File: config.mk
export PLATFORM = sky130hd
export DESIGN_NAME = serializer
export DESIGN_NICKNAME = d
export VERILOG_FILES = /design/src/rtl/serializer.sv
export SDC_FILE = /design/constraint.sdc
export NUM_CORES = 1
export LEC_CHECK = 0
export ABC_CLOCK_PERIOD_IN_PS = 4200
export BUFFER_PORTS_ARGS = -buffer_cell sky130_fd_sc_hd__buf_2
export CORE_UTILIZATION = 47
export DETAILED_ROUTE_END_ITERATION = 10
export HOLD_SLACK_MARGIN = 0.15
export PLACE_DENSITY_LB_ADDON = 0.15
export SLEW_MARGIN = 20
export SYNTH_ARGS = -nofsm -noshare
export SYNTH_HDL_FRONTEND = slang
export SYNTH_SLANG_ARGS = --single-unit
export TNS_END_PERCENT = 5
File: constraint.sdc
create_clock -name clk_i -period 4.2 [get_ports clk_i]
set_input_delay 0.42 -clock clk_i [delete_from_list [all_inputs] [get_ports clk_i]]
set_output_delay 0.42 -clock clk_i [all_outputs]
set_load 0.05 [all_outputs]
File: src/rtl/serializer.sv
// serializer: parallel-in, serial-out stage feeding a serial-in shift register.
// Holds one active word being shifted out and one queued word, so a full queue
// yields a gap-free bit stream across word boundaries while tick_i stays high.
module serializer #(
  parameter int width_p     = 5,
  parameter bit msb_first_p = 1'b0
) (
  input  logic               clk_i,
  input  logic               reset_n_i,
  input  logic [width_p-1:0] data_i,
  input  logic               valid_i,
  output logic               ready_o,
  input  logic               tick_i,
  output logic               data_o,
  output logic               valid_o,
  output logic               shift_en_o,
  output logic               last_o,
  output logic               busy_o
);

  localparam int CNT_W = (width_p > 1) ? $clog2(width_p) : 1;
  localparam logic [CNT_W-1:0] LAST_IDX = CNT_W'(width_p - 1);

  // Control state: IDLE means the active register is empty, SEND means it
  // holds a word whose bits are being emitted.
  localparam logic [0:0] IDLE = 1'b0;
  localparam logic [0:0] SEND = 1'b1;

  logic [0:0]         state, state_d;
  logic               hold_full, hold_full_d;
  logic [CNT_W-1:0]   cnt, cnt_d;
  logic [width_p-1:0] act, act_d;
  logic [width_p-1:0] hold, hold_d;

  logic               act_full;
  logic               is_last;
  logic               accept;
  logic               free_act;
  logic [CNT_W-1:0]   sel;

  // Handshake and bit-strobe decode; ready depends only on registered state
  // (and the reset pin, which forces it low while reset is asserted).
  always_comb begin
    act_full   = (state == SEND);
    is_last    = act_full && (cnt == LAST_IDX);
    shift_en_o = act_full & tick_i;
    free_act   = shift_en_o & is_last;
    ready_o    = reset_n_i & ~hold_full;
    accept     = valid_i & ready_o;
  end

  // Serial output selection; data_o is forced low whenever no word is active.
  always_comb begin
    sel     = msb_first_p ? (LAST_IDX - cnt) : cnt;
    data_o  = act_full & act[sel];
    valid_o = act_full;
    last_o  = is_last;
    busy_o  = act_full | hold_full;
  end

  // Next-state logic: consume a bit on shift_en_o, then route any accepted word
  // into the active register (if empty) or the hold register (if occupied).
  always_comb begin
    state_d     = state;
    hold_full_d = hold_full;
    cnt_d       = cnt;
    act_d       = act;
    hold_d      = hold;

    if (shift_en_o) begin
      if (!is_last) begin
        cnt_d = cnt + CNT_W'(1);
      end else begin
        cnt_d = '0;
        if (hold_full) begin
          // Queued word follows with no idle cycle.
          act_d       = hold;
          hold_full_d = 1'b0;
        end else if (accept) begin
          // Word arriving on the freeing edge goes straight to active.
          act_d = data_i;
        end else begin
          state_d = IDLE;
        end
      end
    end

    if (accept && !free_act) begin
      if (!act_full) begin
        act_d   = data_i;
        cnt_d   = '0;
        state_d = SEND;
      end else begin
        hold_d      = data_i;
        hold_full_d = 1'b1;
      end
    end
  end

  // State registers; reset discards both the partial and the queued word.
  always_ff @(posedge clk_i or negedge reset_n_i) begin
    if (!reset_n_i) begin
      state     <= IDLE;
      hold_full <= 1'b0;
      cnt       <= '0;
      act       <= '0;
      hold      <= '0;
    end else begin
      state     <= state_d;
      hold_full <= hold_full_d;
      cnt       <= cnt_d;
      act       <= act_d;
      hold      <= hold_d;
    end
  end

  // The hold register can only be occupied behind an active word.
  hold_implies_active: assert property (
    @(posedge clk_i) disable iff (!reset_n_i) hold_full |-> act_full
  );

endmodule

==> results_dict.tcl, run 1 <==
set metrics [dict create \
    h-tree-depth 1 \
    cp_cell_sequence "dlygate4sd3_1 > buf_2 > nor2b_1 > buf_2" \
    drc 0 \
    gp_congestion 0.7717 \
    postCtsHoldBufs 1 \
    overflow 0 \
    ctsResizeCount 0 \
    rsz0062_at_grt "no" \
    hp-class "input pin to register" \
    synth_edf_count 0 \
    cts_buffers 3 \
    finClkSkew_ns 0.002790 \
    critical_path.top_delay_family "buffers and inverters" \
    worstSetupPathType "input pin to primary output" \
    power_uw 727.4 \
    synth_top_area_frac 0.4049 \
    worstSetupStartpoint "reset_n_i" \
    hold_viol 0 \
    cts_root_buf "clkbuf_4" \
    timing.final.ws_setup_ns 2.015 \
    ys.flop_type "dfrtp_1" \
    synth_commonest_cells "dfrtp_1, nand2_1, inv_1, nor2_1, o21ai_0" \
    diodes 0 \
    numClockSinks 15 \
    p_leak_nw 0.4719 \
    hpwl_mm 1.368 \
    crit_required_ns 3.78 \
    slowest_delay_ns 0.51 \
    ir_drop_mv 0.4168 \
    post_cts_buffers 0 \
    synthTopCellsByArea "dfrtp_1, mux2_4, nand2_1" \
    cp_data_arrival_time_ns 1.77 \
    worstReg2RegStart "cnt[0]$_DFF_PN0_" \
    cts_buffer_depth 2 \
    fin_setup_tns_ns 0 \
    totalWireLength_mm 1.898 \
    crit_slowest_cell "dlygate4sd3_1" \
    drtIter0Drc 17 \
    critPathLaunchType "input pin" \
    maxSlewHeadroom 0.7094 \
    pre_cts_ws_ns 2.365 \
    fin_nets 120 \
    yosysMostFrequentCell "dfrtp_1" \
    yosysWarnings 0 \
    clk_transition_reported_paths_ns 0.08 \
    status "finished clean" \
    worst_hold_slack_ns 0.3816 \
    layout-area-overhead-vs-synth_pct 10.66 \
    drive_above_1_share 0.2778 \
    rrSetupSlack_ns 2.51 \
    drv_cap 0 \
    power_density_mw_per_mm2 709.0 \
    via_per_inst 5.759 \
    met2_usage 0.3139 \
    io_pins 15 \
    drt-pass1-iter-count 4 \
    grt_max_degree 24 \
    final_core_util 0.5754 \
    core_sq_mm 0.001783 \
    synth_seq_cells 15 \
    min_from "data_i[4]" \
    syn-num-nets 106 \
    rows 15 \
    ant_nets 0 \
    grt_pass1_wl_mm 3.187 \
    hold_path_depth 3 \
    post_drt_wl_per_cell_um 14.27 \
    setup_viol 0 \
    port_buffers 14 \
    use_met1 0.2930 \
    postSynthCellCount 95 \
    period_needed_ns 2.185 \
    busiest_layer "met2" \
    start_util 0.5200 \
    cts_tree "built" \
    seq_area_frac_synth 0.4049 \
    reg2reg_depth 5 \
    finalMaxSlewViolations 0 \
    vias 766 \
    worstMarginPinSlew_ns 0.4360 \
    grt_use_met3 0.07843 \
    async_flop_share 1.000 \
    path_buf_inv 3 \
    ys_types 32 \
    cp_max_fo 23 \
    finalCritPeriodShare 0.5203 \
    max_freq_mhz 457.6 \
    die_width_um 46.42 \
    yosysTopAreaCell "dfrtp_1" \
    syn-cell-area_sq_um 927.1 \
    die_h_um 46.42 \
    grt_pass1_vias 688 \
    worst_setup_path_end_kind "primary output" \
    cpMostUsedCell "buf_2" \
    dieArea_sq_mm 0.002154 \
    path_depth 4 \
    clk_latency_ns 0.29 \
    antenna_found_initial 0 \
    syn-mean-instance-area_sq_um 9.759 \
    track_usage 0.2141 \
]
where the power goes:
group          switching [mW]  internal, mW
Combinational           0.199         0.145
Clock                  0.0445        0.0370
Sequential             0.0899         0.213
Total                   0.333         0.394
logic make-up (layout without fill, tap and decap cells):
kind of cell | Yosys count | after routing | synth area share
AND/OR/NAND/NOR | 37 | 37 | 0.2362
AO/OA/AOI/OAI | 22 | 22 | 0.1633
flip-flops | 15 | 15 | 0.4049
multiplexers | 7 | 7 | 0.1026
buffers and inverters | 12 | 25 | 0.06613
adder cells (fa/ha/maj) | 2 | 2 | 0.02699
worst paths after layout:
path	end
worst max-delay path	ready_o
max in group asynchronous	valid_o$_DFF_PN0_
min in group asynchronous	cnt[2]$_DFF_PN0_
worst max register to register	hold[1]$_DFFE_PN0P_
worst min-delay path	act[4]$_DFF_PN0_
worst min register to register	hold[4]$_DFFE_PN0P_
worst register-to-register path, delay by kind of cell (launching register included):
family | cells | cell delay (ns)
multiplexers | 1 | 0.32
AND/OR/NAND/NOR | 2 | 0.44
buffers and inverters | 1 | 0.09
adder cells (fa/ha/maj) | 1 | 0.27
flip-flops | 1 | 0.46
routing by layer:
layer | share of wire | wire (um) | up-vias
met5 | 0 | 0 | -
met4 | 0.012 | 22 | 0
met3 | 0.056 | 107 | 4
met2 | 0.44 | 840 | 17
met1 | 0.49 | 928 | 370
li1 | - | - | 375
registers in the layout (all words and copies together) (netlist names), named ones only:
register / cells
act: 5
hold: 5
cnt: 3
valid_o: 1
per-stage QoR:
stage	cells	area, sq um
2_1_floorplan	95	927.1
3_3_place_gp	128	989.7
3_5_place_dp	128	989.7
4_1_cts	133	1026
5_1_grt	133	1026
6_report	133	1026
cell usage in the layout, fill, tap and decap left out, drive strengths merged, types with 4 or more instances in the layout:
| cell type | n |
|---|---|
| a21oi | 4 |
| and3 | 4 |
| buf | 14 |
| clkbuf | 4 |
| dfrtp | 15 |
| inv | 6 |
| mux2 | 5 |
| nand2 | 9 |
| nor2 | 6 |
| o21ai | 6 |
cell type report:
type / instances / area (sq um)
clock buffer: 4 / 26.28
fill: 157 / 757.0
inverter: 6 / 22.52
multi-input combinational: 68 / 490.5
sequential: 15 / 375.4
tap: 25 / 31.28
timing repair buffer: 15 / 80.08
(Power assumes the default switching activity.)
==> run 2, diff against run 1 <==
ABC_CLOCK_PERIOD_IN_PS = 2000   (was 4200)
clock period = 2 ns   (was 4.2 ns; I/O delays follow)
==> results_dict.tcl, run 2 (synthesized netlist as in run 1, its figures left out) <==
set metrics [dict create \
    clk_latency_ns 0.28 \
    numClockSinks 15 \
    hpwl_mm 1.508 \
    switchingPower_uw 730.1 \
    grt_pass1_wl_mm 3.318 \
    intPower_uw 840.4 \
    power_density_mw_per_mm2 1509 \
    post_cts_buffers 0 \
    finClkSkew_ns 0.006266 \
    cts_buffers 3 \
    drc 0 \
    rows 15 \
    drt-pass1-iter-count 4 \
    maxSlewHeadroom 0.6998 \
    port_buffers 14 \
    fin_nets 122 \
    comb_power_share 0.481 \
    max_freq_mhz 567.1 \
    layout_common_cells "dfrtp_1, buf_2, nand2_1" \
    finalMaxSlewViolations 0 \
    final_core_util 0.5839 \
    drive_above_1_share 0.2909 \
    die_h_um 46.42 \
    grt_max_degree 19 \
    gp_congestion 0.8439 \
    clk_transition_reported_paths_ns 0.10 \
    post_drt_wl_per_cell_um 15.41 \
    drtIter0Drc 21 \
    h-tree-depth 1 \
    vias 779 \
    cp_data_arrival_time_ns 1.56 \
    core_sq_mm 0.001783 \
    drv_cap 0 \
    die_width_um 46.42 \
    pre_cts_ws_ns 0.3663 \
    dp_cells 130 \
    ir_drop_mv 0.7648 \
    worstSetupPathType "input pin to primary output" \
    top_regs "act (5), hold (5), cnt (3)" \
    overflow 0 \
    timing.final.ws_setup_ns 0.2366 \
    setup_viol 0 \
    worst_hold_slack_ns 0.1735 \
    pwr-share-clk 0.114 \
    p_leak_nw 0.4811 \
    grt_use_met3 0.04706 \
    period_needed_ns 1.763 \
    busiest_layer "met2" \
    post-route-cell-area_sq_mm 0.001041 \
    power_mw 1.570 \
    via_per_inst 5.770 \
    switching_share 0.4649 \
    antenna_found_initial 0 \
    status "finished clean" \
    worstMarginPinSlew_ns 0.4503 \
    layout_commonest_cell "dfrtp_1" \
    rsz0062_at_grt "no" \
    final_cells 135 \
    diodes 0 \
    cp_max_fo 18 \
    start_util 0.5200 \
    crit_required_ns 1.80 \
    use_met1 0.3205 \
    worst_setup_path_end_kind "primary output" \
    critPathLaunchType "input pin" \
    met2_usage 0.3389 \
    track_usage 0.2259 \
    ant_nets 0 \
    io_pins 15 \
    finalCritPeriodShare 0.8817 \
    hold_viol 0 \
    hp-class "input pin to register" \
    dieArea_sq_mm 0.002154 \
    cts_buffer_depth 2 \
    dpl_cell_area_sq_mm 0.001005 \
    layout-area-overhead-vs-synth_pct 12.28 \
    grt_pass1_vias 678 \
    fin_setup_tns_ns 0 \
    sequentialPowerShare 0.405 \
    totalWireLength_mm 2.081 \
    cts_tree "built" \
    cts_root_buf "clkbuf_4" \
    rrSetupSlack_ns 0.35 \
]
==> run 2: cell count changes in the layout (fill, tap and decap cells not counted) <==
cell,before,now
buf_4,0,2
==> run 2: repair_timing <==
item / CTS / global route
resized for setup: 0 / 0
hold buffers: 1 / 0
endpoints found under the hold margin: 15 / 0
==> run 2: worst paths after layout <==
path,start,end,cells after the start
min in group asynchronous,reset_n_i,act[3]$_DFF_PN0_,2
max in group asynchronous,reset_n_i,cnt[0]$_DFF_PN0_,3
setup / recovery,reset_n_i,ready_o,5
hold reg to reg,hold[0]$_DFFE_PN0P_,hold[0]$_DFFE_PN0P_,1
setup reg to reg,cnt[0]$_DFF_PN0_,hold[1]$_DFFE_PN0P_,5
hold / removal,data_i[2],hold[2]$_DFFE_PN0P_,2
==> run 2: final cells by class <==
cell class	count	area [sq um]
Multi-Input combinational cell	68	490.5
Fill cell	167	742.0
Inverter	6	22.52
Sequential cell	15	375.4
Clock buffer	4	26.28
Tap cell	25	31.28
Timing Repair Buffer	17	95.09
==> run 2: power by group through the flow <==
stage	clock, mW	sequential (mW)	combinational, mW
final	0.179	0.636	0.755
after global routing	0.204	0.660	0.818
after CTS	0.181	0.629	0.758
after detailed placement	0	0.633	0.751
after global placement	0	0.629	0.739
after floorplan	0	0.572	0.640
==> run 2: routing by layer <==
layer / part of all wire / up-vias
li1: - / 378
met1: 0.46 / 359
met2: 0.46 / 38
met3: 0.064 / 4
met4: 0.013 / 0
met5: 0 / -
==> run 2: worst max-delay path, stage by stage <==
cell and delay (ns):
dlygate4sd3_1 0.52, buf_2 0.17, buf_4 0.26, nor2b_1 0.15
buf_2 0.26
==> run 3, diff against run 2 <==
ABC_CLOCK_PERIOD_IN_PS = 2200   (was 2000)
clock period = 2.2 ns   (was 2 ns; I/O delays follow)
==> results_dict.tcl, run 3 (synthesized netlist as in run 1, its figures left out) <==
set metrics [dict create \
    grt_use_met3 0.03529 \
    intPower_uw 751.6 \
    drc 0 \
    sequentialPowerShare 0.419 \
    drt-pass1-iter-count 4 \
    pwr-share-clk 0.113 \
    post_drt_wl_per_cell_um 15.66 \
    cts_root_buf "clkbuf_4" \
    ir_drop_mv 0.8716 \
    grt_pass1_wl_mm 3.208 \
    layout_commonest_cell "dfrtp_1" \
    switchingPower_uw 658.3 \
    hp-class "input pin to register" \
    status "finished clean" \
    vias 777 \
    finClkSkew_ns 0.007591 \
    clk_transition_reported_paths_ns 0.09 \
    numClockSinks 15 \
    drive_above_1_share 0.2936 \
    final_core_util 0.5804 \
    grt_pass1_vias 692 \
    cp_data_arrival_time_ns 1.60 \
    core_sq_mm 0.001783 \
    post_cts_buffers 0 \
    rows 15 \
    busiest_layer "met2" \
    final_cells 134 \
    layout_common_cells "dfrtp_1, buf_2, nand2_1" \
    overflow 0 \
    power_density_mw_per_mm2 1363 \
    die_h_um 46.42 \
    critPathLaunchType "input pin" \
    cts_buffer_depth 2 \
    grt_max_degree 19 \
    layout-area-overhead-vs-synth_pct 11.61 \
    worstSetupPathType "input pin to primary output" \
    hold_viol 0 \
    finalMaxSlewViolations 0 \
    use_met1 0.3036 \
    totalWireLength_mm 2.099 \
    worstMarginPinSlew_ns 0.4472 \
    io_pins 15 \
    max_freq_mhz 550.7 \
    track_usage 0.2170 \
    setup_viol 0 \
    p_leak_nw 0.4795 \
    clk_latency_ns 0.28 \
    finalCritPeriodShare 0.8254 \
    h-tree-depth 1 \
    fin_setup_tns_ns 0 \
    crit_required_ns 1.98 \
    top_regs "act (5), hold (5), cnt (3)" \
    cts_tree "built" \
    period_needed_ns 1.816 \
    rsz0062_at_grt "no" \
    met2_usage 0.3444 \
    n_fill_cell 161 \
    gp_congestion 0.8273 \
    ant_nets 0 \
    drtIter0Drc 20 \
    comb_power_share 0.469 \
    dp_cells 129 \
    maxSlewHeadroom 0.7019 \
    port_buffers 14 \
    cts_buffers 3 \
    start_util 0.5200 \
    dieArea_sq_mm 0.002154 \
    diodes 0 \
    worst_setup_path_end_kind "primary output" \
    switching_share 0.4669 \
    cp_max_fo 18 \
    via_per_inst 5.799 \
    hpwl_mm 1.491 \
    die_width_um 46.42 \
    drv_cap 0 \
    antenna_found_initial 0 \
    fin_nets 121 \
]
-- run 3: cell types whose count changed in the layout (fill, tap and decap cells not counted), sizes merged --
cell / before / now
buf: 16 / 15
clkbuf: 4 / 3
clkinv: 0 / 1
-- run 3: through the flow --
step | cell area, sq um | hold slack (ns) | total power [mW] | worst slack [ns]
after floorplan | 927.1 | -0.07559 | 1.102 | 0.5662
after global placement | 997.2 | 0.03563 | 1.232 | 0.6262
after detailed placement | 997.2 | 0.03442 | 1.246 | 0.5480
after CTS | 1035 | 0.1927 | 1.412 | 0.3651
after global routing | 1035 | 0.1865 | 1.505 | 0.2853
final | 1035 | 0.1929 | 1.410 | 0.3841
-- run 3: final cells by class --
| cell class | count | area (sq um) | area share |
|---|---|---|---|
| timing repair buffer | 16 | 87.58 | 0.08464 |
| tap | 25 | 31.28 | 0.03023 |
| sequential | 15 | 375.4 | 0.3628 |
| inverter | 6 | 22.52 | 0.02177 |
| clock inverter | 1 | 5.005 | 0.004837 |
| multi-input combinational | 68 | 490.5 | 0.4740 |
| clock buffer | 3 | 22.52 | 0.02177 |
-- run 3: worst paths after layout --
| check | depth (start not counted) | from | slack [ns] | endpoint |
|---|---|---|---|---|
| min in group asynchronous | 2 | reset_n_i | 0.28 | act[3]$_DFF_PN0_ |
| max reg2reg | 5 | cnt[0]$_DFF_PN0_ | 0.52 | hold[1]$_DFFE_PN0P_ |
| max in group asynchronous | 3 | reset_n_i | 1.50 | hold[2]$_DFFE_PN0P_ |
| min | 2 | data_i[3] | 0.19 | hold[3]$_DFFE_PN0P_ |
| max | 5 | reset_n_i | 0.38 | ready_o |
| min reg2reg | 1 | hold[2]$_DFFE_PN0P_ | 0.52 | hold[2]$_DFFE_PN0P_ |
-- run 3: metal layers --
metal | share of wire | vias to the layer above
met2 | 0.48 | 29
met1 | 0.45 | 372
met4 | 0.0067 | 0
met5 | 0 | -
met3 | 0.068 | 2
li1 | - | 374
-- run 3: repair_timing --
item / CTS / global route
hold endpoints to repair: 15 / 0
hold buffers: 1 / 0
resized for setup: 0 / 0
-- run 3: worst max-delay path: stages --
cell,delay [ns]
dlygate4sd3_1,0.53
buf_2,0.16
buf_4,0.26
nor2b_1,0.15
buf_2,0.27
-- run 3: power groups by stage --
stage	registers (mW)	logic, mW	clock network [mW]
2_1_floorplan	0.520	0.582	0
3_3_place_gp	0.584	0.648	0
6_report	0.590	0.661	0.159
5_1_grt	0.610	0.717	0.178
4_1_cts	0.586	0.665	0.161
3_5_place_dp	0.587	0.660	0
